==> config.mk <==
export PLATFORM = sky130hd
export DESIGN_NAME = cms_job_scheduler
export DESIGN_NICKNAME = d
export VERILOG_FILES = /design/src/rtl/cms_sched_pkg.sv /design/src/rtl/rr_arbiter.sv /design/src/rtl/cms_job_scheduler.sv
export SDC_FILE = /design/constraint.sdc
export NUM_CORES = 1
export LEC_CHECK = 0
export ABC_AREA = 1
export CAP_MARGIN = 5
export CORE_AREA = 2 2 187 189
export CTS_BUF_LIST = sky130_fd_sc_hd__clkbuf_2 sky130_fd_sc_hd__clkbuf_4 sky130_fd_sc_hd__clkbuf_8
export DETAILED_ROUTE_END_ITERATION = 8
export DIE_AREA = 0 0 189 191
export PLACE_DENSITY_LB_ADDON = 0.1
export SLEW_MARGIN = 20
export SYNTH_ARGS = -nofsm -noshare
export SYNTH_HDL_FRONTEND = slang
export SYNTH_SLANG_ARGS = --single-unit
==> constraint.sdc <==
create_clock -name i_clk -period 9.1 [get_ports i_clk]
set_clock_uncertainty 0.2 [all_clocks]
set_input_delay 1.82 -clock i_clk [delete_from_list [all_inputs] [get_ports i_clk]]
set_output_delay 1.82 -clock i_clk [all_outputs]
set_load 0.03 [all_outputs]
==> src/rtl/cms_sched_pkg.sv <==
// Shared types and widths for the CMS job scheduler.
package cms_sched_pkg;
  localparam int CMS_DATA_W = 32;
  localparam int CMS_RES_W  = 64;
  localparam int LOG2_W     = 3;
  localparam int CNT_W      = 9;

  typedef enum logic [2:0] {
    S_IDLE,
    S_START,
    S_INIT,
    S_STREAM,
    S_WAIT_RES,
    S_DONE
  } state_t;
endpackage

==> src/rtl/rr_arbiter.sv <==
// Combinational round-robin pick: first requester at or after i_ptr, wrapping.
module rr_arbiter #(
  parameter int NUM_CH = 4,
  parameter int IDX_W  = $clog2(NUM_CH)
) (
  input  logic [NUM_CH-1:0] i_req,
  input  logic [IDX_W-1:0]  i_ptr,
  output logic [NUM_CH-1:0] o_gnt,
  output logic [IDX_W-1:0]  o_idx,
  output logic              o_any
);
  int w_c;

  // Scan from farthest to nearest so the closest requester to the pointer wins.
  always_comb begin
    o_gnt = '0;
    o_idx = '0;
    o_any = 1'b0;
    w_c   = 0;
    for (int k = NUM_CH - 1; k >= 0; k--) begin
      w_c = (int'(i_ptr) + k) % NUM_CH;
      if (i_req[IDX_W'(w_c)]) begin
        o_any = 1'b1;
        o_idx = IDX_W'(w_c);
        o_gnt = '0;
        o_gnt[IDX_W'(w_c)] = 1'b1;
      end
    end
  end
endmodule

==> src/rtl/cms_job_scheduler.sv <==
// Round-robin sharing of one complex_mean_square unit among NUM_CH requesters:
// grant, en pulse, init cycle, gap-free N-sample burst, result capture or timeout.
module cms_job_scheduler
  import cms_sched_pkg::*;
#(
  parameter int NUM_CH  = 4,
  parameter int TMO_CYC = 16
) (
  input  logic                         i_clk,
  input  logic                         i_arst,
  input  logic                         i_en,
  input  logic [NUM_CH-1:0]            i_req,
  input  logic [LOG2_W*NUM_CH-1:0]     i_req_log2,
  input  logic [NUM_CH-1:0]            i_smp_valid,
  input  logic [CMS_DATA_W*NUM_CH-1:0] i_y,
  input  logic [CMS_DATA_W*NUM_CH-1:0] i_y_hat,
  output logic [NUM_CH-1:0]            o_smp_ready,
  output logic [NUM_CH-1:0]            o_done,
  output logic [CMS_RES_W-1:0]         o_result,
  output logic                         o_timeout,
  output logic                         o_busy,
  output logic                         o_cms_en,
  output logic [LOG2_W-1:0]            o_cms_log2,
  output logic                         o_cms_valid,
  output logic [CMS_DATA_W-1:0]        o_cms_y,
  output logic [CMS_DATA_W-1:0]        o_cms_y_hat,
  input  logic                         i_cms_valid,
  input  logic [CMS_RES_W-1:0]         i_cms_data
);
  localparam int IDX_W = $clog2(NUM_CH);
  localparam int TMO_W = $clog2(TMO_CYC + 1);

  state_t                r_state, w_state_nxt;
  logic [IDX_W-1:0]      r_ch, r_ptr, w_win_idx;
  logic [NUM_CH-1:0]     r_gnt, w_win_gnt;
  logic                  w_win_any, w_grant;
  logic [LOG2_W-1:0]     r_log2, w_win_log2;
  logic [CNT_W-1:0]      r_cnt, w_n;
  logic [TMO_W-1:0]      r_tmo_cnt;
  logic                  r_tmo_flag, r_underrun;
  logic [CMS_RES_W-1:0]  r_result;
  logic [CMS_DATA_W-1:0] w_y_sel, w_yh_sel;
  logic                  w_vld_sel, w_last_smp, w_tmo_hit;
  logic                  w_unused_dbg;

  rr_arbiter #(.NUM_CH(NUM_CH), .IDX_W(IDX_W)) u_arb (
    .i_req (i_req),
    .i_ptr (r_ptr),
    .o_gnt (w_win_gnt),
    .o_idx (w_win_idx),
    .o_any (w_win_any)
  );

  assign w_grant      = (r_state == S_IDLE) && i_en && w_win_any;
  assign w_n          = CNT_W'(1) << r_log2;
  assign w_last_smp   = (r_cnt == w_n - CNT_W'(1));
  assign w_tmo_hit    = (r_tmo_cnt == TMO_W'(TMO_CYC - 1));
  assign o_result     = r_result;
  // Underrun is a debug-only observation; it never alters the job.
  assign w_unused_dbg = r_underrun;

  always_comb begin
    w_win_log2 = '0;
    w_y_sel    = '0;
    w_yh_sel   = '0;
    w_vld_sel  = 1'b0;
    for (int c = 0; c < NUM_CH; c++) begin
      if (w_win_idx == IDX_W'(c)) w_win_log2 = i_req_log2[LOG2_W*c +: LOG2_W];
      if (r_ch == IDX_W'(c)) begin
        w_y_sel   = i_y[CMS_DATA_W*c +: CMS_DATA_W];
        w_yh_sel  = i_y_hat[CMS_DATA_W*c +: CMS_DATA_W];
        w_vld_sel = i_smp_valid[c];
      end
    end
  end

  always_ff @(posedge i_clk or posedge i_arst) begin
    if (i_arst) r_state <= S_IDLE;
    else        r_state <= w_state_nxt;
  end

  always_comb begin
    w_state_nxt = r_state;
    o_cms_en    = 1'b0;
    o_cms_valid = 1'b0;
    o_cms_log2  = '0;
    o_cms_y     = '0;
    o_cms_y_hat = '0;
    o_smp_ready = '0;
    o_done      = '0;
    o_timeout   = 1'b0;
    o_busy      = (r_state != S_IDLE);
    case (r_state)
      S_IDLE: if (w_grant) w_state_nxt = S_START;
      S_START: begin
        o_cms_en    = 1'b1;
        o_cms_log2  = r_log2;
        w_state_nxt = S_INIT;
      end
      S_INIT: begin
        o_cms_log2  = r_log2;
        w_state_nxt = S_STREAM;
      end
      S_STREAM: begin
        o_cms_valid = 1'b1;
        o_cms_log2  = r_log2;
        o_smp_ready = r_gnt;
        // A missing sample is replaced by zero so the burst stays gap-free.
        if (w_vld_sel) begin
          o_cms_y     = w_y_sel;
          o_cms_y_hat = w_yh_sel;
        end
        if (w_last_smp) w_state_nxt = S_WAIT_RES;
      end
      S_WAIT_RES: begin
        o_cms_log2 = r_log2;
        if (i_cms_valid || w_tmo_hit) w_state_nxt = S_DONE;
      end
      S_DONE: begin
        o_done      = r_gnt;
        o_timeout   = r_tmo_flag;
        w_state_nxt = S_IDLE;
      end
      default: w_state_nxt = S_IDLE;
    endcase
  end

  always_ff @(posedge i_clk or posedge i_arst) begin
    if (i_arst) begin
      r_ch       <= '0;
      r_gnt      <= '0;
      r_ptr      <= '0;
      r_log2     <= '0;
      r_cnt      <= '0;
      r_tmo_cnt  <= '0;
      r_tmo_flag <= 1'b0;
      r_underrun <= 1'b0;
      r_result   <= '0;
    end else begin
      case (r_state)
        S_IDLE: if (w_grant) begin
          r_ch       <= w_win_idx;
          r_gnt      <= w_win_gnt;
          r_log2     <= w_win_log2;
          r_tmo_flag <= 1'b0;
          r_underrun <= 1'b0;
        end
        S_START: begin
          r_cnt     <= '0;
          r_tmo_cnt <= '0;
        end
        S_STREAM: begin
          r_cnt <= r_cnt + CNT_W'(1);
          if (!w_vld_sel) r_underrun <= 1'b1;
        end
        S_WAIT_RES: begin
          r_tmo_cnt <= r_tmo_cnt + TMO_W'(1);
          if (i_cms_valid) begin
            r_result <= i_cms_data;
          end else if (w_tmo_hit) begin
            r_result   <= '0;
            r_tmo_flag <= 1'b1;
          end
        end
        S_DONE: r_ptr <= (r_ch == IDX_W'(NUM_CH - 1)) ? '0 : r_ch + IDX_W'(1);
        default: ;
      endcase
    end
  end
endmodule

==> out/qor.txt <==
Final GP Congestion: 0.919
Clock root cell: clkbuf_8
GRT Resource Usage Total: 21.2%
Worst Max-Slew Pin Slew: 873 ps
Crit Path Category: register to primary output
Critical Path Start Type: register
Max Cap Violations: 0
EDFF count, synth: 0
Busiest grt layer: met2
Area of the multi-input gates: 0.00403 sq mm
I/O pin total: 487
Dpl ws: 3010 ps
DRC Markers: 0
Post-synth net total: 1345
Max IR drop VDD: 132 uV
Final slew viol count: 0
Most frequent cells in the layout: 485 x clkdlybuf4s50_1, 211 x o21ai_0, 132 x nand2_1, 95 x nor2_1, 93 x dfrtp_1
Die area: 0.0361 sq mm
Top FF cell, synth: dfrtp_1
Die width: 189 um
M2 GR Usage: 34.9%
FF/Latch Area: 0.00233 sq mm
Pwr/cell area: 286 mW/mm^2
Status: complete, no violations
Vias in the first global route: 8728
CP Max Fanout: 66
Initial DRC Count: 522
Cells after synthesis: 985
CORE AREA: 0.0341 sq mm
Final min period: 6470 ps
Total internal power: 1.59 mW
Vias per cell: 4.73
Sequential share of power: 19.8%
Fraction of layout instances using a drive strength above 1: 5.07%
Initial antenna violation count: 7
Hold Buf Count CTS: 0
H-tree depth: 3
Hold Violations, Final: 0
Antenna-violating nets left: 0
FILL cells: 3667
Largest net degree at the start of global routing: 79
Clock sink count: 93
Setup crit start: r_ch[1]$_DFFE_PP0P_
Grt total ovfl: 0
Post_cts resized: 0
Wire length per cell: 21.3 um
Post-Syn Area: 0.00686 sq mm
Setup crit end kind: primary output
Area growth, synth to finish: 79.2%
Sequential fraction of the synthesis area: 33.9%
Arr. time, crit path: 4450 ps
Hpwl dp: 31100 um
Worst hold start: r_tmo_cnt[3]$_DFFE_PP0P_
Final setup violation count: 0
Switch Pwr: 1.93 mW
Clk pwr share: 8.0%
Slew Limit Headroom: 41.2%
Drt pass-1 iters: 4
CTS buffer count: 9
Worst skew pair latency: 370 ps
First-pass GRT wire length: 57400 um
Tcrit/Tclk final: 71.1%
Die H: 191 um
Hold Slack: 290 ps
Critical path data required time: 7080 ps
Mean area per synthesized cell: 6.96 sq um
Most common cell after layout, fill and taps aside: clkdlybuf4s50_1
Initial Utilization: 20.1%
Comb pwr share: 72.2%
Peak Freq: 155 MHz
Async SR Flop Fraction: 100%
GR Util met3: 5.56%
Leak Pwr: 4.90 nW
CTS tree: yes
Post-synthesis register bit count: 93
Clock slew at the register clock pins of the worst setup and hold paths: 100 ps
Sw Ratio: 54.8%
Hold/Removal Path Class: register to register
Final nets: 1775
Yosys cell types: 37
Hold path cells: 1
Port Buffers: 486
Met1 track demand over resource: 27.4%
RSZ-0062 raised after global routing: no
Rows: 68
Final setup margin: 2630 ps
Post-CTS Setup Inserts: 0
Fin Setup TNS: 0 ps
Via Count: 8899
Synth Warn #: 0
Routed WL: 40100 um
Worst r2r src: r_state[1]$_DFFE_PP0P_
Worst r2r path cells: 8
Max clock buf depth: 2
==> per-layer routing <==
| metal | part of all wire [%] | up-vias |
|---|---|---|
| met2 | 47 | 339 |
| met1 | 44 | 4244 |
| met5 | 0 | - |
| met3 | 7.6 | 25 |
| li1 | - | 4291 |
| met4 | 1.4 | 0 |
==> path summary, 6_finish.rpt <==
check                                                 to  slack, ps
worst min register to register  r_tmo_cnt[3]$_DFFE_PP0P_        290
max in group asynchronous       o_result[55]$_DFFE_PP0P_       5820
worst min-delay path            r_tmo_cnt[3]$_DFFE_PP0P_        290
min in group asynchronous       o_result[44]$_DFFE_PP0P_       1650
worst max-delay path                         o_cms_y[22]       2630
worst max register to register    r_state[0]$_DFFE_PP0P_       6460
==> power groups by stage <==
stage	registers, mW	clock network, mW	logic, mW
floorplan	0.936	0	1.25
global placement	0.700	0	2.56
detailed placement	0.701	0	2.55
CTS	0.699	0.291	2.56
global route	0.723	0.310	2.75
finish	0.696	0.280	2.54
==> cells by family (layout without fill, tap and decap cells) <==
logic type,after synthesis,after routing,share of synthesized area [%]
buf+inv,136,571,7.97
xor+xnor,7,7,0.894
compound gates,382,382,31.0
simple gates,351,351,23.3
fa+ha+maj,16,16,2.92
flops,93,93,33.9
other cells,0,6,0
==> synthesized netlist by cell type (3+ instances only) <==
master	n	area (sq um)
a21oi_1	78	390
a22oi_1	65	488
buf_1	10	37.5
buf_2	11	55.1
clkbuf_1	55	206
dfrtp_1	93	2330
ha_1	16	200
inv_1	49	184
inv_2	8	30.0
nand2_1	132	495
nand2_2	7	43.8
nand2_4	8	90.1
nand3_1	85	425
nand3_2	3	30.0
nand4_1	7	43.8
nor2_1	96	360
nor2_2	3	18.8
nor3_1	4	20.0
o21ai_0	211	1060
o21ai_1	9	45.0
o22ai_1	8	50.1
xor2_1	5	43.8
==> worst max-delay path, stage by stage, from the launching register on <==
cell             delay [ps]
dfrtp_1                 410
inv_1                   100
ha_2                    170
buf_4                   360
inv_1                   130
nand2_1                  70
inv_2                   430
buf_4                   570
a22oi_1                 140
o21ai_0                 330
o211ai_4                100
buf_4                   350
nor2_1                  190
clkdlybuf4s50_1         710
==> flip-flops by register name, indices dropped and copies added (netlist names) <==
| register | cells |
|---|---|
| r_cnt | 9 |
| r_log2 | 3 |
| r_ch | 2 |
| r_tmo_flag | 1 |
| r_state | 3 |
| r_ptr | 2 |
| r_gnt | 4 |
| o_result | 64 |
| r_tmo_cnt | 5 |
==> through the flow <==
| stage | total power [mW] | area (sq um) | instances | utilization, % |
|---|---|---|---|---|
| final | 3.52 | 12300 | 1881 | 36.0 |
| after global routing | 3.79 | 12300 | 1880 | 36.0 |
| after CTS | 3.55 | 12300 | 1875 | 36.0 |
| after detailed placement | 3.25 | 12100 | 1859 | 35.4 |
| after global placement | 3.26 | 12100 | 1859 | 35.4 |
| after floorplan | 2.19 | 6860 | 985 | - |
==> area by class of cell <==
class | instances | area share (%)
multi-input cells | 756 | 32.7
clock buffers | 10 | 1.12
flip-flops and latches | 93 | 18.9
inverters | 58 | 1.84
repair buffers | 497 | 40.2
well taps | 455 | 4.63
diodes | 6 | 0.122
clock inverters | 6 | 0.427
(Power assumes the default switching activity.)
==> variant 1 (config.mk and constraints unchanged) <==
`NUM_CH` is set to 4 in 2 places; all go to 2.
--- a/src/rtl/rr_arbiter.sv
+++ b/src/rtl/rr_arbiter.sv
@@ -1,5 +1,5 @@
 // Combinational round-robin pick: first requester at or after i_ptr, wrapping.
 module rr_arbiter #(
-  parameter int NUM_CH = 4,
+  parameter int NUM_CH = 2,
   parameter int IDX_W  = $clog2(NUM_CH)
 ) (
--- a/src/rtl/cms_job_scheduler.sv
+++ b/src/rtl/cms_job_scheduler.sv
@@ -4,5 +4,5 @@
   import cms_sched_pkg::*;
 #(
-  parameter int NUM_CH  = 4,
+  parameter int NUM_CH  = 2,
   parameter int TMO_CYC = 16
 ) (
Ports: changed (7 resized); port bits go from 487 to 345. No check against the original RTL was run, so the function may have changed too.
==> variant 1 against the unedited design <==
- power shrank 28%
- synthesized cell count shrank 29%
- cell area shrank 27%
- via count shrank 38%
- sequential cell count shrank 5
- clock power grew 2%
- area after synthesis shrank 27%
- setup slack gained 350 ps
- final cell count shrank 22%
- wire length shrank 43%
- count of clock-buffer cells in the layout shrank 1
- first-iteration DRC count shrank 60%
- critical endpoint is now o_cms_y_hat[30]
- largest cell class unchanged
==> variant 1: results (changes against the unedited design) <==
## Critical path
• in -> out — Critical Setup Path Class
• o_result[21]$_DFFE_PP0P_ — R2R Path End
• 6260 ps — register-to-register setup slack, -200 ps
• 8 — cells on worst reg2reg path, unchanged
• o_cms_y_hat[30] — capture point of the critical path
• r_state[0]$_DFFE_PP0P_ — origin of the critical flop-to-flop path
• 49 — Worst Path Max Fanout, -26%
• 4100 ps — crit path DAT, -350 ps
• i_smp_valid[1] — Worst setup startpoint

## Clocking
• 2 — worst-case clock buffer depth, unchanged
• 380 ps — clk_lat worst skew
• 0 — number of resized instances in the post-cts repair step, unchanged
• 0 — Post-CTS Setup Repair Bufs, unchanged
• 90 ps — clock edge transition at the registers on the reported setup and hold paths
• 9 — CTS Buf Count, unchanged
• 3 — H-tree depth, unchanged

## Logic synthesis
• dfrtp_1 (44%), nand2_1 (13%), nand3_1 (8.3%), a21oi_1 (7.4%), inv_1 (7.3%) — Synth area leaders
• 33 — unique cell type count in the Yosys netlist, -11%
• 0 — count of yosys warnings during synthesis, unchanged
• 0% — multiplexer fraction of the synthesized cell area, unchanged
• 7.19 µm² — Mapped Avg Cell Area, +3.2%
• 16.9% — complex-gate fraction of the synthesized area, -14 points
• 0.999% — share of synthesized cell area in full adder, half adder and majority cells, -1.9 points
• 0.525% — area share of xor/xnor cells in the synthesized design, -0.37 points
• 100% — share of flip-flops with an asynchronous set or reset after synthesis, unchanged
• 44.0% — share of the yosys chip area belonging to registers, +10 points
• dfrtp_1 — commonest register cell after synthesis
• nand2_1 (180), inv_1 (98), dfrtp_1 (88) — most frequent cells after synthesis

## Global routing
• 33600 µm — wire length of the first global-routing pass, -42%
• 2 — number of antenna violations at the first check in global routing, -5
• 5387 — number of global-route vias before repair, -38%
• 70 — pin count of the biggest net entering global routing, -11%
• 12.1% — Overall Global Routing Usage, -9.1 points

## Placement
• 1459 — instance count after placement with tap cells included, -22%
• 341 — number of buffers inserted by port buffering, -30%
• 16600 µm — half-perimeter wire length after placement, -47%
• 8800 µm² — total cell area at the placement stage, -27%
• 2980 ps — pre-CTS worst setup slack, -31.5 ps
• 0.709 — weighted congestion at the end of routability-driven global placement, -23%

## Final layout
• 1225 — Post-layout nets, -31%
• 3.53% — share of layout cells above drive strength 1, -1.5 points
• 0 — number of diodes, -6
• 64 — flip-flop count of the largest register, all copies and words added, unchanged

## Timing
• 6120 ps — post-layout min period, -351 ps
• 844 ps — transition time at the pin with the least slew margin, -28.9 ps

## Routing
• 15.6 µm — routed length per placed instance, -27%
• 207 — Iteration-0 DRC Markers, -60%
• 3.72 — number of vias per cell, -21%
• 4 — number of optimization iterations in the first detailed-route pass, unchanged
• 23000 µm — DRT Wirelength, -43%

## Status
• complete, no violations — outcome

## Pwr
• 3.74 nW — leakage power, -24%
• 0.102 mV — largest voltage drop on the vdd net, -22%

## Min path
• reg -> reg — worst min-delay path category

==> variant 1: cell count changes after synthesis, sizes merged, moves of 4 or more <==
cell    delta
clkbuf    -34
a22oi     -64
inv       +43
o21ai    -148
nand4      -4
o22ai      -5
dfrtp      -5
nand3      -5
nor2      -75
nand2     +34
ha        -12
==> variant 1: how the worst min path moves through the flow <==
stage	from	endpoint	slack, ps	cells past startpoint
2_1_floorplan	r_tmo_cnt[0]$_DFFE_PP0P_	r_tmo_cnt[0]$_DFFE_PP0P_	270	1
3_3_place_gp	r_tmo_cnt[0]$_DFFE_PP0P_	r_tmo_cnt[0]$_DFFE_PP0P_	300	1
3_5_place_dp	r_tmo_cnt[0]$_DFFE_PP0P_	r_tmo_cnt[0]$_DFFE_PP0P_	300	1
4_1_cts	r_tmo_cnt[0]$_DFFE_PP0P_	r_tmo_cnt[0]$_DFFE_PP0P_	320	1
5_1_grt	r_tmo_cnt[0]$_DFFE_PP0P_	r_tmo_cnt[0]$_DFFE_PP0P_	340	1
6_report	r_tmo_cnt[0]$_DFFE_PP0P_	r_tmo_cnt[0]$_DFFE_PP0P_	310	1
==> variant 1: cells by family after synthesis <==
kind of cell,Yosys count
other cells,1
fa+ha+maj,4
flops,88
simple gates,297
compound gates,161
xor+xnor,3
buf+inv,143
==> variant 1: worst max-delay path: stages <==
cell and delay, ps:
clkdlybuf4s50_1 460, nand2_1 50, nand2_1 110, nand2_2 200
buf_4 400, a21oi_1 310, clkdlybuf4s50_1 730
==> variant 1: metal layers <==
metal	vias up	part of all wire, %	track usage [%]
met5	-	0.057	0
met4	2	1.1	2.73
met3	15	5.9	3.69
met2	136	50	20.4
met1	2475	43	15.1
li1	2865	-	-
==> variant 1: area by class of cell <==
class | count | area, µm²
clock buffers | 9 | 124
clock inverters | 7 | 67.6
fillers | 3724 | 25100
inverters | 101 | 382
multi-input cells | 467 | 2180
flip-flops and latches | 88 | 2200
well taps | 455 | 569
repair buffers | 348 | 3460
==> variant 1: metrics by stage <==
step | utilization (%) | total power, mW
final | 26.3 | 2.54
after global routing | 26.3 | 2.75
after CTS | 26.3 | 2.60
after detailed placement | 25.8 | 2.29
after global placement | 25.8 | 2.30
after floorplan | - | 1.59
==> variant 1: report_power, final <==
part	internal (mW)	switching (mW)
Clock	0.108	0.178
Sequential	0.559	0.105
Combinational	0.607	0.988
Total	1.27	1.27
==> variant 2 (same settings) <==
Made on the original files. Encoding of `state_t`: now one-hot (6 bits for 6 states).
--- a/src/rtl/cms_sched_pkg.sv
+++ b/src/rtl/cms_sched_pkg.sv
@@ -6,11 +6,11 @@
   localparam int CNT_W      = 9;
 
-  typedef enum logic [2:0] {
-    S_IDLE,
-    S_START,
-    S_INIT,
-    S_STREAM,
-    S_WAIT_RES,
-    S_DONE
+  typedef enum logic [5:0] {
+    S_IDLE     = 6'b000001,
+    S_START    = 6'b000010,
+    S_INIT     = 6'b000100,
+    S_STREAM   = 6'b001000,
+    S_WAIT_RES = 6'b010000,
+    S_DONE     = 6'b100000
   } state_t;
 endpackage
Formal check against the unedited RTL: no difference found for any inputs over 4 cycles, from zero or initial values and one cycle with i_arst high; so few cycles prove little.
==> variant 2 against the unedited design <==
- count of clock-buffer cells in the layout stayed put
- cell area is 1.2% higher
- synthesized cell count is 1.1% higher
- area after synthesis is 2.3% higher
- sequential cell count is 3 higher
- wire length is 5.4% lower
- first-iteration DRC count is 5.7% lower
- die area stayed put
- setup slack better by 180 ps
Power is not compared: it rests on default switching activity, and its combinational part moved more than twofold at a synthesized area within 25%.
==> variant 2: results (changes against the unedited design) <==
## Global routing
• 6 — number of antenna violations at the first check in global routing, -1
• 20.3% — Overall Global Routing Usage, -0.93 points
• 55100 µm — wire length of the first global-routing pass, -4.1%
• 8626 — number of global-route vias before repair, -1.2%

## Routing
• 492 — Iteration-0 DRC Markers, -5.7%
• 4.61 — number of vias per cell, -2.5%
• 20.0 µm — routed length per placed instance, -6.0%
• 8734 — DR vias, -1.9%
• 5 — number of optimization iterations in the first detailed-route pass, +1

## Critical path
• r_ptr[0]$_DFFE_PP0N_ — origin of the critical flop-to-flop path
• 46 — Worst Path Max Fanout, -30%
• 6160 ps — register-to-register setup slack, -300 ps
• r_log2[0]$_DFFE_PP0P_ — R2R Path End
• 13 — cells on worst reg2reg path, +5

## Logic synthesis
• 43 — unique cell type count in the Yosys netlist, +16%
• 1356 — syn nets, +0.82%
• dfrtp_1 (34%), o21ai_0 (14%), a22oi_1 (7.1%), nand3_1 (6.2%), inv_1 (6.1%) — Synth area leaders
• 34.2% — share of the yosys chip area belonging to registers, +0.32 points
• 996 — number of standard cells after synthesis, +1.1%
• o21ai_0 (203), inv_1 (115), nor2_1 (101) — most frequent cells after synthesis

## Placement
• 29500 µm — half-perimeter wire length after placement, -5.2%
• 1874 — instance count after placement with tap cells included, +0.81%
• 486 — number of buffers inserted by port buffering, unchanged
• 0.949 — weighted congestion at the end of routability-driven global placement, +3.3%
• 12200 µm² — total cell area at the placement stage, +1.1%
• 2830 ps — pre-CTS worst setup slack, -179 ps

## Min path
• r_gnt[3]$_DFFE_PP0P_ — end point of the worst hold path
• r_gnt[3]$_DFFE_PP0P_ — worst hold start
• 2 — hold path cells, +1

## Final layout
• 3588 — filler cell count in the final layout, -2.2%
• 1790 — Post-layout nets, +0.85%
• 5.44% — share of layout cells above drive strength 1, +0.37 points

## Timing
• 40.6% — worst rel slew slack, -0.58 points

## Status
• complete, no violations — outcome

## variant 2: changes by cell type in the layout (fill, tap and decap cells not counted), sizes merged, moves of 3 or more
cell    before  now
o21ai      222  218
nand3b       0    3
nand4        7   15
nand3       89   95
inv         59  127
nand2      147   85
o22ai        8    4
## variant 2: worst max-delay path: stages
cell             delay [ps]
clkdlybuf4s50_1         460
a22oi_1                  80
o21ai_0                 380
o211ai_4                280
buf_4                   370
nor2_1                  170
clkdlybuf4s50_1         700
## variant 2: cells by family after synthesis
group,count (synthesis),share of synthesized area [%]
simple gates,308,20.8
xor+xnor,4,0.499
fa+ha+maj,16,2.85
compound gates,375,30.1
buf+inv,197,11.5
flops,96,34.2
## variant 2: layout make-up
type,instances,area share [%]
diodes,4,0.0804
clock buffers,10,1.11
clock inverters,6,0.593
inverters,124,3.80
multi-input cells,703,30.9
flip-flops and latches,96,19.3
well taps,455,4.57
repair buffers,496,39.7
## variant 2: worst max path at each step
stage	startpoint	to	slack [ps]
after global routing	i_smp_valid[1]	o_cms_y_hat[17]	2640
after floorplan	i_smp_valid[1]	o_cms_y[0]	4180
final	i_smp_valid[1]	o_cms_y[28]	2810
after CTS	i_smp_valid[1]	o_cms_y[28]	2810
after detailed placement	i_smp_valid[1]	o_cms_y[28]	2830
after global placement	i_smp_valid[0]	o_cms_y[2]	2830
## variant 2: metal layers
layer	up-vias	GRT usage, %	routed length (µm)
met5	-	0	0
li1	4289	-	-
met1	4113	27.7	17100
met2	300	32.2	17300
met4	0	5.50	735
met3	32	4.22	2770
## variant 2: per-stage QoR
step           hold slack, ps  util [%]
6_report                  300      36.5
4_1_cts                   307      36.4
3_5_place_dp              276      35.8
2_1_floorplan             249         -
5_1_grt                   328      36.5
3_3_place_gp              270      35.8
## variant 2: where the power goes
| part | total [mW] | switching (mW) | internal, mW |
|---|---|---|---|
| Clock | 0.308 | 0.169 | 0.139 |
| Combinational | 1.15 | 0.743 | 0.409 |
| Sequential | 0.482 | 0.0243 | 0.457 |
